<file path="config.mk">
export PLATFORM = sky130hd
export DESIGN_NAME = if_fetch_unit_flat
export DESIGN_NICKNAME = d
export VERILOG_FILES = /design/src/rtl/if_fetch_unit_if.sv /design/src/rtl/if_fetch_unit.sv /design/src/flat_wrapper.sv
export SDC_FILE = /design/constraint.sdc
export NUM_CORES = 1
export LEC_CHECK = 0
export ABC_AREA = 1
export BUFFER_PORTS_ARGS = -buffer_cell sky130_fd_sc_hd__buf_2
export CAP_MARGIN = 20
export CORE_MARGIN = 2
export CORE_UTILIZATION = 40
export DETAILED_ROUTE_END_ITERATION = 10
export GPL_TIMING_DRIVEN = 0
export PLACE_DENSITY = 0.81
export SLEW_MARGIN = 10
export SYNTH_ARGS = -nofsm -noshare
export SYNTH_HDL_FRONTEND = slang
export SYNTH_SLANG_ARGS = --single-unit
</file>
<file path="constraint.sdc">
create_clock -name clock -period 1.8 [get_ports clock]
set_input_delay 0.09 -clock clock [delete_from_list [all_inputs] [get_ports clock]]
set_output_delay 0.09 -clock clock [all_outputs]
set_load 0.02 [all_outputs]
</file>
<file path="src/rtl/if_fetch_unit_if.sv">
// Bundle between the fetch unit and its neighbours: hazard/branch control,
// instruction ROM port, IF/ID boundary and performance counters.
interface if_fetch_unit_if #(
   parameter int AW = 4,
   parameter int IW = 32,
   parameter int CW = 8
);
   logic          stall;
   logic          redirect;
   logic [AW-1:0] redirect_pc;
   logic [AW-1:0] rom_address;
   logic [IW-1:0] rom_q;
   logic [IW-1:0] if_id_inst;
   logic [AW-1:0] if_id_pc;
   logic          if_id_valid;
   logic [CW-1:0] fetch_count;
   logic [CW-1:0] stall_count;

   modport master (
      input  stall, redirect, redirect_pc, rom_q,
      output rom_address, if_id_inst, if_id_pc, if_id_valid,
             fetch_count, stall_count
   );

   modport slave (
      output stall, redirect, redirect_pc, rom_q,
      input  rom_address, if_id_inst, if_id_pc, if_id_valid,
             fetch_count, stall_count
   );
endinterface

</file>
<file path="src/rtl/if_fetch_unit.sv">
// Instruction-fetch stage: owns the PC, addresses the registered ROM and
// realigns its one-cycle latency so instruction, PC and valid leave together.
module if_fetch_unit #(
   parameter int AW = 4,
   parameter int IW = 32,
   parameter int CW = 8
) (
   input  logic          clock,
   input  logic          reset,
   if_fetch_unit_if.master bus
);

   typedef enum logic {S_FILL, S_RUN} state_t;

   state_t        r_state;
   state_t        w_state_nxt;
   logic [AW-1:0] r_pc_p0;
   logic [AW-1:0] r_inflight_pc_p1;
   logic          r_inflight_vld_p1;
   logic [CW-1:0] r_fetch_cnt;
   logic [CW-1:0] r_stall_cnt;
   logic [AW-1:0] w_rom_addr;
   logic          w_fetch_inc;
   logic          w_stall_inc;

   function automatic logic [CW-1:0] sat_inc(input logic [CW-1:0] v);
      return (v == {CW{1'b1}}) ? v : v + CW'(1);
   endfunction

   always_comb begin
      w_state_nxt = r_state;
      case (r_state)
         S_FILL:  w_state_nxt = S_RUN;
         S_RUN:   w_state_nxt = S_RUN;
         default: w_state_nxt = S_FILL;
      endcase
   end

   // A stall re-reads the held address; the ROM is read-only so the data is identical.
   always_comb begin
      w_rom_addr = r_pc_p0;
      if (reset)
         w_rom_addr = '0;
      else if (bus.redirect)
         w_rom_addr = bus.redirect_pc;
      else if (bus.stall)
         w_rom_addr = r_inflight_pc_p1;
   end

   assign w_fetch_inc = r_inflight_vld_p1 && (r_state == S_RUN) && !bus.stall && !bus.redirect;
   assign w_stall_inc = r_inflight_vld_p1 && (r_state == S_RUN) &&  bus.stall && !bus.redirect;

   always_ff @(posedge clock) begin
      r_state <= reset ? S_FILL : w_state_nxt;
   end

   // Stage p0 -> p1: address issued now, instruction returns from the ROM next cycle.
   always_ff @(posedge clock) begin
      if (reset) begin
         r_pc_p0           <= '0;
         r_inflight_pc_p1  <= '0;
         r_inflight_vld_p1 <= 1'b0;
      end else if (bus.redirect) begin
         r_pc_p0           <= bus.redirect_pc + AW'(1);
         r_inflight_pc_p1  <= bus.redirect_pc;
         r_inflight_vld_p1 <= 1'b1;
      end else if (!bus.stall) begin
         r_pc_p0           <= r_pc_p0 + AW'(1);
         r_inflight_pc_p1  <= r_pc_p0;
         r_inflight_vld_p1 <= 1'b1;
      end
   end

   always_ff @(posedge clock) begin
      if (reset) begin
         r_fetch_cnt <= '0;
         r_stall_cnt <= '0;
      end else begin
         if (w_fetch_inc) r_fetch_cnt <= sat_inc(r_fetch_cnt);
         if (w_stall_inc) r_stall_cnt <= sat_inc(r_stall_cnt);
      end
   end

   assign bus.rom_address = w_rom_addr;
   assign bus.if_id_valid = r_inflight_vld_p1;
   assign bus.if_id_pc    = r_inflight_pc_p1;
   assign bus.if_id_inst  = r_inflight_vld_p1 ? bus.rom_q : '0;
   assign bus.fetch_count = r_fetch_cnt;
   assign bus.stall_count = r_stall_cnt;

endmodule

</file>
<file path="src/flat_wrapper.sv">
// flat-port wrapper written by rule: the top's interface ports become plain ports
module if_fetch_unit_flat 
#(
   parameter int AW = 4,
   parameter int IW = 32,
   parameter int CW = 8
)
  (clock, reset, bus_stall, bus_redirect, bus_redirect_pc, bus_rom_q, bus_rom_address, bus_if_id_inst, bus_if_id_pc, bus_if_id_valid, bus_fetch_count, bus_stall_count);
  if_fetch_unit_if #(.AW(AW), .IW(IW), .CW(CW)) bus_i ();
  input  logic clock;
  input  logic reset;
  input wire logic [$bits(bus_i.stall)-1:0] bus_stall;
  input wire logic [$bits(bus_i.redirect)-1:0] bus_redirect;
  input wire logic [$bits(bus_i.redirect_pc)-1:0] bus_redirect_pc;
  input wire logic [$bits(bus_i.rom_q)-1:0] bus_rom_q;
  output wire logic [$bits(bus_i.rom_address)-1:0] bus_rom_address;
  output wire logic [$bits(bus_i.if_id_inst)-1:0] bus_if_id_inst;
  output wire logic [$bits(bus_i.if_id_pc)-1:0] bus_if_id_pc;
  output wire logic [$bits(bus_i.if_id_valid)-1:0] bus_if_id_valid;
  output wire logic [$bits(bus_i.fetch_count)-1:0] bus_fetch_count;
  output wire logic [$bits(bus_i.stall_count)-1:0] bus_stall_count;
  assign bus_i.stall = bus_stall;
  assign bus_i.redirect = bus_redirect;
  assign bus_i.redirect_pc = bus_redirect_pc;
  assign bus_i.rom_q = bus_rom_q;
  assign bus_rom_address = bus_i.rom_address;
  assign bus_if_id_inst = bus_i.if_id_inst;
  assign bus_if_id_pc = bus_i.if_id_pc;
  assign bus_if_id_valid = bus_i.if_id_valid;
  assign bus_fetch_count = bus_i.fetch_count;
  assign bus_stall_count = bus_i.stall_count;
  if_fetch_unit #(.AW(AW), .IW(IW), .CW(CW)) u_core (.clock(clock), .reset(reset), .bus(bus_i));
endmodule
</file>
After elaboration in Yosys (flattened, before gate mapping) --
Cells that the tools add are included. Widths: inputs -> output; s select.
Operators by class: muxes and demuxes 8, add/sub/neg operators 4, reduce and logical (&&, ||, !) cells 9, bitwise logic cells 2, eq/ne operators 3
Operators by type and width (number):
- $mux 32 | 1
- $mux 4 | 5
- $add 8x1->8 const B | 2
- $eq 8x8->1 const B | 2
- $add 4x1->4 const B | 2
- $logic_and 1x1->1 | 5
- $reduce_and 2->1 | 2
- $logic_not 1->1 | 2
- $mux 1 | 2
- $ne 2x1->1 const B | 1
- $not 1->1 | 2
Word-level totals: output and inout bits 57, bits of input ports 40, bits in registers 26, word-level logic and storage cells 32

Longest topological paths before layout --
Gate-level depths: netlist (run 1).
word-level depth 4, mapped depth 10, gate-level depth less buffers 9

Worst setup path after synthesis (run 1) --
Ideal clock, no wire load.
kind flip-flop to flip-flop, start register u_core.r_stall_cnt[0], in the netlist u_core.bus.stall_count[0], end register u_core.r_stall_cnt[7], in the netlist u_core.bus.stall_count[7], stages on the path, launching flop included 10, setup slack 239 ps, period minus slack after synthesis 1561 ps, arrival time 1446 ps, setup time 115 ps, required time 1685 ps, buffers on the path 1, cells stage by stage dfxtp_1 -> ha_1 -> nand2_1 -> nor2_2 -> nand2_1 -> nand2_4 -> inv_4 -> buf_12 -> a21oi_1 -> nor2_1
On the way: word-level cells in the longest chain between the ends 3, elaborated cells on any way between the ends 4, classes of those cells add/sub (1); eq/ne (1); bitwise (1); reduce/logical (1)
RTL lines:
- start, declared | RTL line if_fetch_unit.sv:21 | logic [CW-1:0] r_stall_cnt;
- start signal, assigned | RTL line if_fetch_unit.sv:80 | if (w_stall_inc) r_stall_cnt <= sat_inc(r_stall_cnt);
- branches (longest 3 deep; another with $add 8x1->8)
Several ways; the timed one is not identified. A chain may end at the register's enable or synchronous reset.

Final worst setup path (run 1) --
Same ends and word-level chain as after synthesis.

==> results.md, run 1 <==
- Htree depth: 1
- Post-synth ARST share: 0%
- Netlist cell types: 33
- Peak VDD IR: 0.375 mV
- Layout Skew: 0.0115 ns
- Final Instance Area: 2180 um2
- Routability Congestion: 0.869
- Worst path required time: 1.98 ns
- Ports: 97
- Fin. Hold Viols: 0
- Setup ws final: 0.249 ns
- Number of gates resized after CTS: 0
- Via-to-Cell Ratio: 4.55
- Clock buffer depth: 2
- Initial detailed-routing violation count: 52
- Worst setup EP type: register
- Max Transition Viols Final: 0
- WHS: 0.118 ns
- Final #Nets: 392
- Worst-Skew Late Latency: 0.27 ns
- Initial antenna violation count: 0
- Detailed Routing Iterations Pass 1: 5
- Crit path top cell by count: nand2_1
- Die W: 66.7 um
- Max Fclk: 645 MHz
- Syn. warnings: 0
- Pre-CTS WS: 0.283 ns
- Critical path's top delay family: simple AND/OR/NAND/NOR gates
- Mux contribution to synthesized area: 0%
- CTS tree: yes
- Status: finished clean
- Syn nets: 292
- Num Clock Sinks: 26
- Relative slew slack: 75.3%
- Root buf cell: clkbuf_8
- Non-Filler Instances: 396
- # diodes: 0
- Post-synth EDFFs: 0
- DR vias: 1800
- CP Class: reg -> reg
- Crit-path slowest cell: dfxtp_1
- CP Launch Type: register
- Min Tclk post-route: 1.55 ns
- Synth Area in XOR/XNOR: 1.67%
- Postcts setup bufs: 0
- Share of cells above drive strength 1: 34.2%
- Remaining global-route overflow: 0
- WP data arrival: 1.73 ns
- Hold_buf cts: 0
- Final setup viols: 0
- Dpl hpwl: 3.17 mm
- Placed Area: 2110 um2
- Crit path buf inv count: 2
- RSZ-0062 raised after global routing: no
- Seq/Total Area, Yosys: 33.1%
- Synth Area in Adders: 2.39%
- Power per cell area: 642 nW/um2
- FF+latch area: 520 um2
- Die ar.: 4450 um2
- Worst slew pin tran: 0.370 ns
- GRT Total Usage: 18.0%
- #FFs+latches synth: 26
- Die Ht: 66.7 um
- Maxcap violations: 0
- Setup TNS: 0 ns
- Area of the multi-input gates: 810 um2
- Synth Area in Simple Gates: 37.9%
- Final critical-path share of the clock period: 86.2%
- Site Rows: 22
- First-pass GRT wire length: 6.33 mm
- Final antenna-violating net count: 0
- Synth Flop Type: dfxtp_1
- Vias in the first global route: 1602
- LEAKAGE: 1.37 nW
- Pin count of the biggest net entering global routing: 16
- Largest stage delay, worst path: 0.42 ns
- Cells after DPL: 392
- HP Class: in -> reg
- Cts bufs inserted: 3
- Syn Std Cell Area: 1570 um2
- Routed WL: 3.98 mm
- CTS clock-pin slew for the worst setup and hold paths: 0.10 ns
- Layout overhead on the synthesized area: 38.6%
- Port-buffer cells: 95
- Main combinational cell family by area after synthesis: simple AND/OR/NAND/NOR gates
- Number of fill cells: 375
- Crit-path cells: ha_1 -> nand2_1 -> nor2_2 -> nand2_1 -> nand2_4 -> inv_4 -> buf_12 -> a21oi_1 -> nor2_1
- Syn avg cell area: 6.31 um2
- Post-synthesis compound-gate area fraction: 9.55%
- Core area: 3720 um2
- WL/cell: 10.1 um
- Initial Util: 42.3%
- Largest fanout on the critical path: 10
- Remaining DRCs: 0
- Cells after Synth: 249
stage by stage:
step                      util (%)  power (W)
final                         58.6    0.00140
after global routing          58.6    0.00147
after CTS                     58.6    0.00141
after detailed placement      56.7   0.000929
after global placement        56.7   0.000923
after floorplan                  -   0.000808
worst paths after layout:
check,startpoint,endpoint,slack [ns],cells after the start
worst min register to register,u_core.r_pc_p0[3],u_core.r_pc_p0[3],0.48,2
worst max-delay path,u_core.bus.stall_count[0],u_core.bus.stall_count[7],0.25,9
worst max register to register,u_core.bus.stall_count[0],u_core.bus.stall_count[7],0.25,9
worst min-delay path,reset,u_core.r_pc_p0[3],0.12,2
final cells by class:
type | count | share of cell area, %
sequential | 26 | 23.9
timing repair buffer | 95 | 21.8
clock buffer | 3 | 1.90
clock inverter | 1 | 1.38
buffer | 7 | 2.35
multi-input combinational | 166 | 37.2
tap | 48 | 2.76
inverter | 50 | 8.73
where the power goes:
group          switching, W  leakage [nW]  internal (W)  total, W
sequential        0.0000102         0.212      0.000594  0.000604
combinational      0.000196          1.12      0.000115  0.000311
clock              0.000187        0.0357      0.000297  0.000484
total              0.000393          1.37       0.00101   0.00140
synthesized netlist by cell type (2+ instances only):
cell	count	share of area, %
nand2_1	84	20
inv_1	48	11
dfxtp_1	26	33
nor2_1	21	5.0
nand3_1	14	4.5
a21oi_1	9	2.9
o21ai_0	6	1.9
a21oi_2	3	1.7
clkbuf_1	3	0.72
ha_1	3	2.4
nand2_4	3	2.1
nor3_1	3	0.96
xor2_1	3	1.7
buf_4	2	0.96
nand2_2	2	0.80
nand4_1	2	0.80
registers in the layout, indices dropped and copies added (netlist names):
register	count
u_core.bus.if_id_pc	4
u_core.r_state	1
u_core.r_pc_p0	4
u_core.bus.stall_count	8
u_core.bus.if_id_valid	1
u_core.bus.fetch_count	8
worst reg2reg max path, stage by stage (launching register included):
cell and delay (ns):
dfxtp_1 0.42, ha_1 0.21, nand2_1 0.09, nor2_2 0.16, nand2_1 0.11, nand2_4 0.10
inv_4 0.05, buf_12 0.13, a21oi_1 0.12, nor2_1 0.06
cell families after synthesis:
| logic type | count (synthesis) |
|---|---|
| flip-flops | 26 |
| AO/OA/AOI/OAI | 25 |
| XOR/XNOR | 3 |
| adder cells (fa/ha/maj) | 3 |
| buffers and inverters | 57 |
| AND/OR/NAND/NOR | 135 |
placed cells by master (no fill, tap or decap), types with 3 or more instances in the layout:
cell,n
a21oi_1,9
a21oi_2,3
buf_2,96
clkbuf_1,3
clkbuf_8,3
dfxtp_1,26
ha_1,3
inv_1,48
nand2_1,84
nand2_4,3
nand3_1,14
nor2_1,21
nor3_1,3
o21ai_0,6
xor2_1,3
layer usage:
metal  global-route usage (%)  share of wire [%]
met3                     2.53                9.4
met5                        0                  0
met2                     36.4                 50
met1                     18.8                 40
met4                     4.85               0.50
Power figures use the tool's default switching activity.
==> run 2, diff against run 1 <==
--- a/config.mk
+++ b/config.mk
@@ -7,12 +7,11 @@
 export LEC_CHECK = 0
 export ABC_AREA = 1
 export BUFFER_PORTS_ARGS = -buffer_cell sky130_fd_sc_hd__buf_2
-export CAP_MARGIN = 20
 export CORE_MARGIN = 2
-export CORE_UTILIZATION = 40
+export CORE_UTILIZATION = 43
 export DETAILED_ROUTE_END_ITERATION = 10
 export GPL_TIMING_DRIVEN = 0
-export PLACE_DENSITY = 0.81
+export PLACE_DENSITY = 0.86
 export SLEW_MARGIN = 10
 export SYNTH_ARGS = -nofsm -noshare
 export SYNTH_HDL_FRONTEND = slang
==> run 2 against run 1 <==
Against the previous run:
- worst hold slack got worse by 0.054 ns
- combinational power is essentially flat
- wire length fell by 8.0%
- largest power group unchanged
==> results.md, run 2 (synthesized netlist as in run 1, its figures left out) <==
- Status: finished clean
- CP Launch Type: register
- Ports: 97 (unchanged)
- First-pass GRT wire length: 6.11 mm (-3.5%)
- # diodes: 0 (unchanged)
- WL/cell: 9.30 um (-7.5%)
- RSZ-0062 raised after global routing: no
- Min Tclk post-route: 1.56 ns (+0.00484 ns)
- CTS clock-pin slew for the worst setup and hold paths: 0.14 ns (+0.04 ns)
- Largest fanout on the critical path: 10 (unchanged)
- Final #Nets: 392 (unchanged)
- DR vias: 1767 (-1.8%)
- WP data arrival: 1.78 ns (+0.05 ns)
- FF+latch area: 520 um2 (unchanged)
- Die ar.: 4150 um2 (-6.6%)
- Share of cells above drive strength 1: 34.2% (unchanged)
- Max Transition Viols Final: 0 (unchanged)
- Layout Skew: 0.00310 ns (-0.00843 ns)
- Postcts setup bufs: 0 (unchanged)
- Maxcap violations: 0 (unchanged)
- Peak VDD IR: 0.493 mV (+31%)
- HP Class: in -> reg
- Power per cell area: 563 nW/um2 (-12%)
- Core area: 3420 um2 (-8.1%)
- CTS tree: yes
- Dpl hpwl: 2.98 mm (-5.9%)
- Crit path buf inv count: 2 (unchanged)
- LEAKAGE: 1.35 nW (-1.1%)
- Root buf cell: clkbuf_4
- Layout overhead on the synthesized area: 36.2%
- Area of the multi-input gates: 810 um2 (unchanged)
- Htree depth: 1 (unchanged)
- Max Fclk: 643 MHz (-0.31%)
- Crit path top cell by count: nand2_1
- Worst-Skew Late Latency: 0.31 ns (+0.04 ns)
- Pin count of the biggest net entering global routing: 15 (-1)
- Routability Congestion: 0.825 (-5.1%)
- HP Start: bus_redirect_pc[3]
- Worst path required time: 2.02 ns (+0.04 ns)
- Critical path's top delay family: simple AND/OR/NAND/NOR gates
- Remaining DRCs: 0 (unchanged)
- Reg-to-Reg Start: u_core.bus.stall_count[0]
- Port-buffer cells: 95 (unchanged)
- CP Class: reg -> reg
- Initial antenna violation count: 0 (unchanged)
- Vias in the first global route: 1490 (-7.0%)
- Crit-path slowest cell: dfxtp_1
- Final setup viols: 0 (unchanged)
- R2R setup slack: 0.24 ns (about the same)
- Initial detailed-routing violation count: 48 (-7.7%)
- Worst setup EP type: register
- Commonest non-fill, non-tap cells in the layout: buf_2, nand2_1, inv_1, dfxtp_1, nor2_1
- Via-to-Cell Ratio: 4.48 (-1.3%)
- Crit-path cells: ha_1 -> nand2_1 -> nor2_2 -> nand2_1 -> nand2_4 -> inv_4 -> buf_12 -> a21oi_1 -> nor2_1
- Number of gates resized after CTS: 0 (unchanged)
- Routed WL: 3.66 mm (-8.0%)
- Site Rows: 21 (-4.5%)
- Detailed Routing Iterations Pass 1: 4 (-1)
- Die Ht: 64.5 um (-3.3%)
- Core Util, Final: 62.7% (+4.1 points)
- Number of fill cells: 326 (-13%)
- Final critical-path share of the clock period: 86.4% (+0.27 points)
- Clock buffer depth: 2 (unchanged)
- Cts bufs inserted: 3 (unchanged)
- Relative slew slack: 76.0% (+0.72 points)
- Num Clock Sinks: 26 (unchanged)
- Fin. Hold Viols: 0 (unchanged)
- Final antenna-violating net count: 0 (unchanged)
- GRT Total Usage: 17.9% (-0.10 points)
- Worst slew pin tran: 0.359 ns (-0.0108 ns)
- Most common cell after layout, fill and taps aside: buf_2
- Largest stage delay, worst path: 0.45 ns (+0.03 ns)
- Hold_buf cts: 0 (unchanged)
- Total power: 0.00120 W (-14%)
- Setup TNS: 0 ns (unchanged)
- CP startpoint: u_core.bus.stall_count[0]
- Die W: 64.5 um (-3.3%)
- Initial Util: 46.0% (+3.7 points)
- Remaining global-route overflow: 0 (unchanged)
[run 2: where the power goes]
group          total (W)  leakage, nW  internal [W]  switching (W)
Sequential      0.000604        0.212      0.000595     0.00000941
Clock           0.000291       0.0210      0.000124       0.000168
Combinational   0.000309         1.12      0.000115       0.000195
Total            0.00120         1.35      0.000833       0.000372
[run 2: final cells by class]
type | count | area share (%)
Timing Repair Buffer | 95 | 22.2
Clock buffer | 4 | 1.69
Multi-Input combinational cell | 166 | 37.8
Tap cell | 46 | 2.69
Inverter | 50 | 8.88
Buffer | 7 | 2.40
Sequential cell | 26 | 24.3
[run 2: worst reg2reg max path, cell delays in order, from the launching register on]
cell and delay [ns]:
dfxtp_1 0.45, ha_1 0.22, nand2_1 0.09, nor2_2 0.15, nand2_1 0.11, nand2_4 0.10
inv_4 0.05, buf_12 0.13, a21oi_1 0.12, nor2_1 0.06
[run 2: path summary, 6_finish.rpt]
path,to,cells after the start
worst max-delay path,u_core.bus.stall_count[7],9
worst min-delay path,u_core.bus.if_id_pc[3],3
worst max register to register,u_core.bus.stall_count[7],9
worst min register to register,u_core.r_pc_p0[3],2
[run 2: layer usage]
metal / track usage, % / vias to the layer above / share of wire, %
li1: - / 948 / -
met1: 20.9 / 743 / 41
met2: 32.8 / 74 / 49
met3: 3.47 / 2 / 9.1
met4: 5.32 / 0 / 0.41
met5: 0 / - / 0
[run 2: per-stage QoR]
step | setup WS [ns] | instance area, um2 | cells | hold WS (ns)
floorplan | 0.239 | 1570 | 249 | 0.237
global placement | 0.299 | 2100 | 390 | 0.403
detailed placement | 0.254 | 2100 | 390 | 0.409
CTS | 0.233 | 2140 | 394 | 0.0550
global route | 0.0559 | 2140 | 394 | 0.0589
finish | 0.244 | 2140 | 394 | 0.0638
==> run 3, diff against run 2 <==
--- a/config.mk
+++ b/config.mk
@@ -7,7 +7,6 @@
 export LEC_CHECK = 0
 export ABC_AREA = 1
 export BUFFER_PORTS_ARGS = -buffer_cell sky130_fd_sc_hd__buf_2
-export CORE_MARGIN = 2
 export CORE_UTILIZATION = 43
 export DETAILED_ROUTE_END_ITERATION = 10
 export GPL_TIMING_DRIVEN = 0
==> run 3 against run 2 <==
Against the previous run:
- register-to-register slack better by 0.03 ns
- via count is 0.79% higher
- total power is 0.81% higher
- design area stayed put
- flip-flop and latch count stayed put
- maximum frequency is 0.22% lower
- die area is 6.1% lower
- sequential power hardly changed
- cell count stayed put
- critical path type is now reg -> out
- largest power group unchanged
==> results.md, run 3 (synthesized netlist as in run 1, its figures left out) <==
- Root buf cell: clkbuf_4
- Final setup viols: 0 (unchanged)
- Setup TNS: 0 ns (unchanged)
- Top layer in use: met4
- HP Class: in -> reg
- Status: finished clean
- Largest stage delay, worst path: 0.36 ns (-0.09 ns)
- WL met2: 1.79 mm (-0.94%)
- Initial antenna violation count: 0 (unchanged)
- Cts bufs inserted: 3 (unchanged)
- LEAKAGE: 1.35 nW (unchanged)
- # diodes: 0 (unchanged)
- WP data arrival: 1.47 ns (-0.31 ns)
- Initial detailed-routing violation count: 61 (+27%)
- Cells after DPL: 390 (unchanged)
- Routed met3 length: 298 um (-11%)
- Final antenna-violating net count: 0 (unchanged)
- Worst path required time: 1.71 ns (-0.31 ns)
- Max Transition Viols Final: 0 (unchanged)
- Final critical-path share of the clock period: 86.6% (+0.19 points)
- Site Rows: 21 (unchanged)
- Comb pwr share: 25.5% (-0.2 points)
- CP Class: reg -> out
- DR vias: 1781 (+0.79%)
- WL/cell: 9.39 um (+1.0%)
- Relative slew slack: 76.6% (+0.55 points)
- Port-buffer cells: 95 (unchanged)
- Crit-path cells: buf_4 -> clkbuf_1 -> nand2_1 -> inv_1 -> buf_2
- Routed WL: 3.70 mm (+1.0%)
- Sw Ratio: 31.4% (+0.54 points)
- Worst-Skew Late Latency: 0.33 ns (+0.02 ns)
- Largest fanout on the critical path: 10 (unchanged)
- Final #Nets: 392 (unchanged)
- Ports: 97 (unchanged)
- Most common cell after layout, fill and taps aside: buf_2
- Die W: 62.5 um (-3.1%)
- Crit-path slowest cell: dfxtp_1
- Internal: 0.000833 W (about the same)
- Area of the multi-input gates: 810 um2 (unchanged)
- CTS clock-pin slew for the worst setup and hold paths: 0.15 ns (about the same)
- Max Fclk: 641 MHz (-0.22%)
- CTS tree: yes
- First-pass GRT wire length: 6.24 mm (+2.1%)
- Initial Util: 46.0% (unchanged)
- Pre-CTS WS: 0.295 ns (+0.0403 ns)
- Remaining DRCs: 0 (unchanged)
- CP Launch Type: register
- Peak VDD IR: 0.519 mV (+5.2%)
- Clock buffer depth: 2 (unchanged)
- Worst setup EP type: output pin
- Clock network power share: 24.7% (+0.5 points)
- Non-Filler Instances: 394 (unchanged)
- Setup ws final: 0.241 ns (-0.00335 ns)
- GRT Total Usage: 19.1% (+1.2 points)
- Number of fill cells: 323 (-0.92%)
- Layout overhead on the synthesized area: 36.2% (unchanged)
- Commonest non-fill, non-tap cells in the layout: buf_2, nand2_1, inv_1, dfxtp_1, nor2_1
- Share of cells above drive strength 1: 34.2% (unchanged)
- Crit path buf inv count: 4 (+2)
- Core Util, Final: 62.7% (unchanged)
- RSZ-0062 raised after global routing: no
- Vias in the first global route: 1502 (+0.81%)
- Wire length on met1: 1.58 mm (+5.0%)
- Fin. Hold Viols: 0 (unchanged)
- Routability Congestion: 0.818 (-0.82%)
- Seq pwr share: 49.8% (-0.3 points)
- Hold_buf cts: 0 (unchanged)
- Maxcap violations: 0 (unchanged)
- Dpl hpwl: 2.96 mm (-0.54%)
- Power per cell area: 567 nW/um2 (+0.81%)
- Layout Skew: 0.00969 ns (+0.00659 ns)
- Pin count of the biggest net entering global routing: 15 (unchanged)
- Worst slew pin tran: 0.351 ns (-0.00828 ns)
- Num Clock Sinks: 26 (unchanged)
- Detailed Routing Iterations Pass 1: 4 (unchanged)
- Htree depth: 1 (unchanged)
- Remaining global-route overflow: 0 (unchanged)
- Die ar.: 3900 um2 (-6.1%)
- P_sw: 0.000381 W (+2.6%)
- Critical path's top delay family: buffers and inverters
- Via-to-Cell Ratio: 4.52 (+0.79%)
- FF+latch area: 520 um2 (unchanged)
- Die Ht: 62.5 um (-3.1%)
- Core area: 3420 um2 (unchanged)
- Min Tclk post-route: 1.56 ns (+0.00335 ns)
- Number of gates resized after CTS: 0 (unchanged)
- Postcts setup bufs: 0 (unchanged)
[run 3: cell counts in the layout (fill, tap and decap cells not counted)]
Identical to the previous run, type by type.
[run 3: metal layers]
layer,vias up,GRT usage (%)
met4,0,4.65
met1,755,21.8
met2,68,35.2
met5,-,0
li1,954,-
met3,4,4.56
[run 3: path summary, 6_finish.rpt]
kind / start / endpoint / slack, ns / depth (start not counted)
max: u_core.bus.if_id_valid / bus_if_id_inst[12] / 0.24 / 5
min: reset / u_core.bus.fetch_count[4] / 0.05 / 2
max reg2reg: u_core.bus.stall_count[0] / u_core.bus.stall_count[7] / 0.27 / 9
min reg2reg: u_core.r_pc_p0[3] / u_core.r_pc_p0[3] / 0.49 / 2
[run 3: through the flow]
stage | cell area (um2) | hold WS, ns | power (W)
2_1_floorplan | 1570 | 0.237 | 0.000808
3_3_place_gp | 2100 | 0.403 | 0.000922
3_5_place_dp | 2100 | 0.412 | 0.000928
4_1_cts | 2140 | 0.0529 | 0.00123
5_1_grt | 2140 | 0.0592 | 0.00128
6_report | 2140 | 0.0478 | 0.00121
[run 3: final cells by class]
type                    instances  share of cell area [%]
repair buffers                 95                    22.2
flip-flops and latches         26                    24.3
plain buffers                   7                    2.40
inverters                      50                    8.88
multi-input cells             166                    37.8
well taps                      46                    2.69
clock buffers                   4                    1.69
[run 3: power groups by stage]
| stage | Combinational (W) | Clock, W | Sequential, W |
|---|---|---|---|
| detailed placement | 0.000311 | 0 | 0.000617 |
| floorplan | 0.000180 | 0 | 0.000628 |
| finish | 0.000309 | 0.000300 | 0.000605 |
| global route | 0.000341 | 0.000329 | 0.000607 |
| global placement | 0.000306 | 0 | 0.000616 |
| CTS | 0.000312 | 0.000310 | 0.000605 |
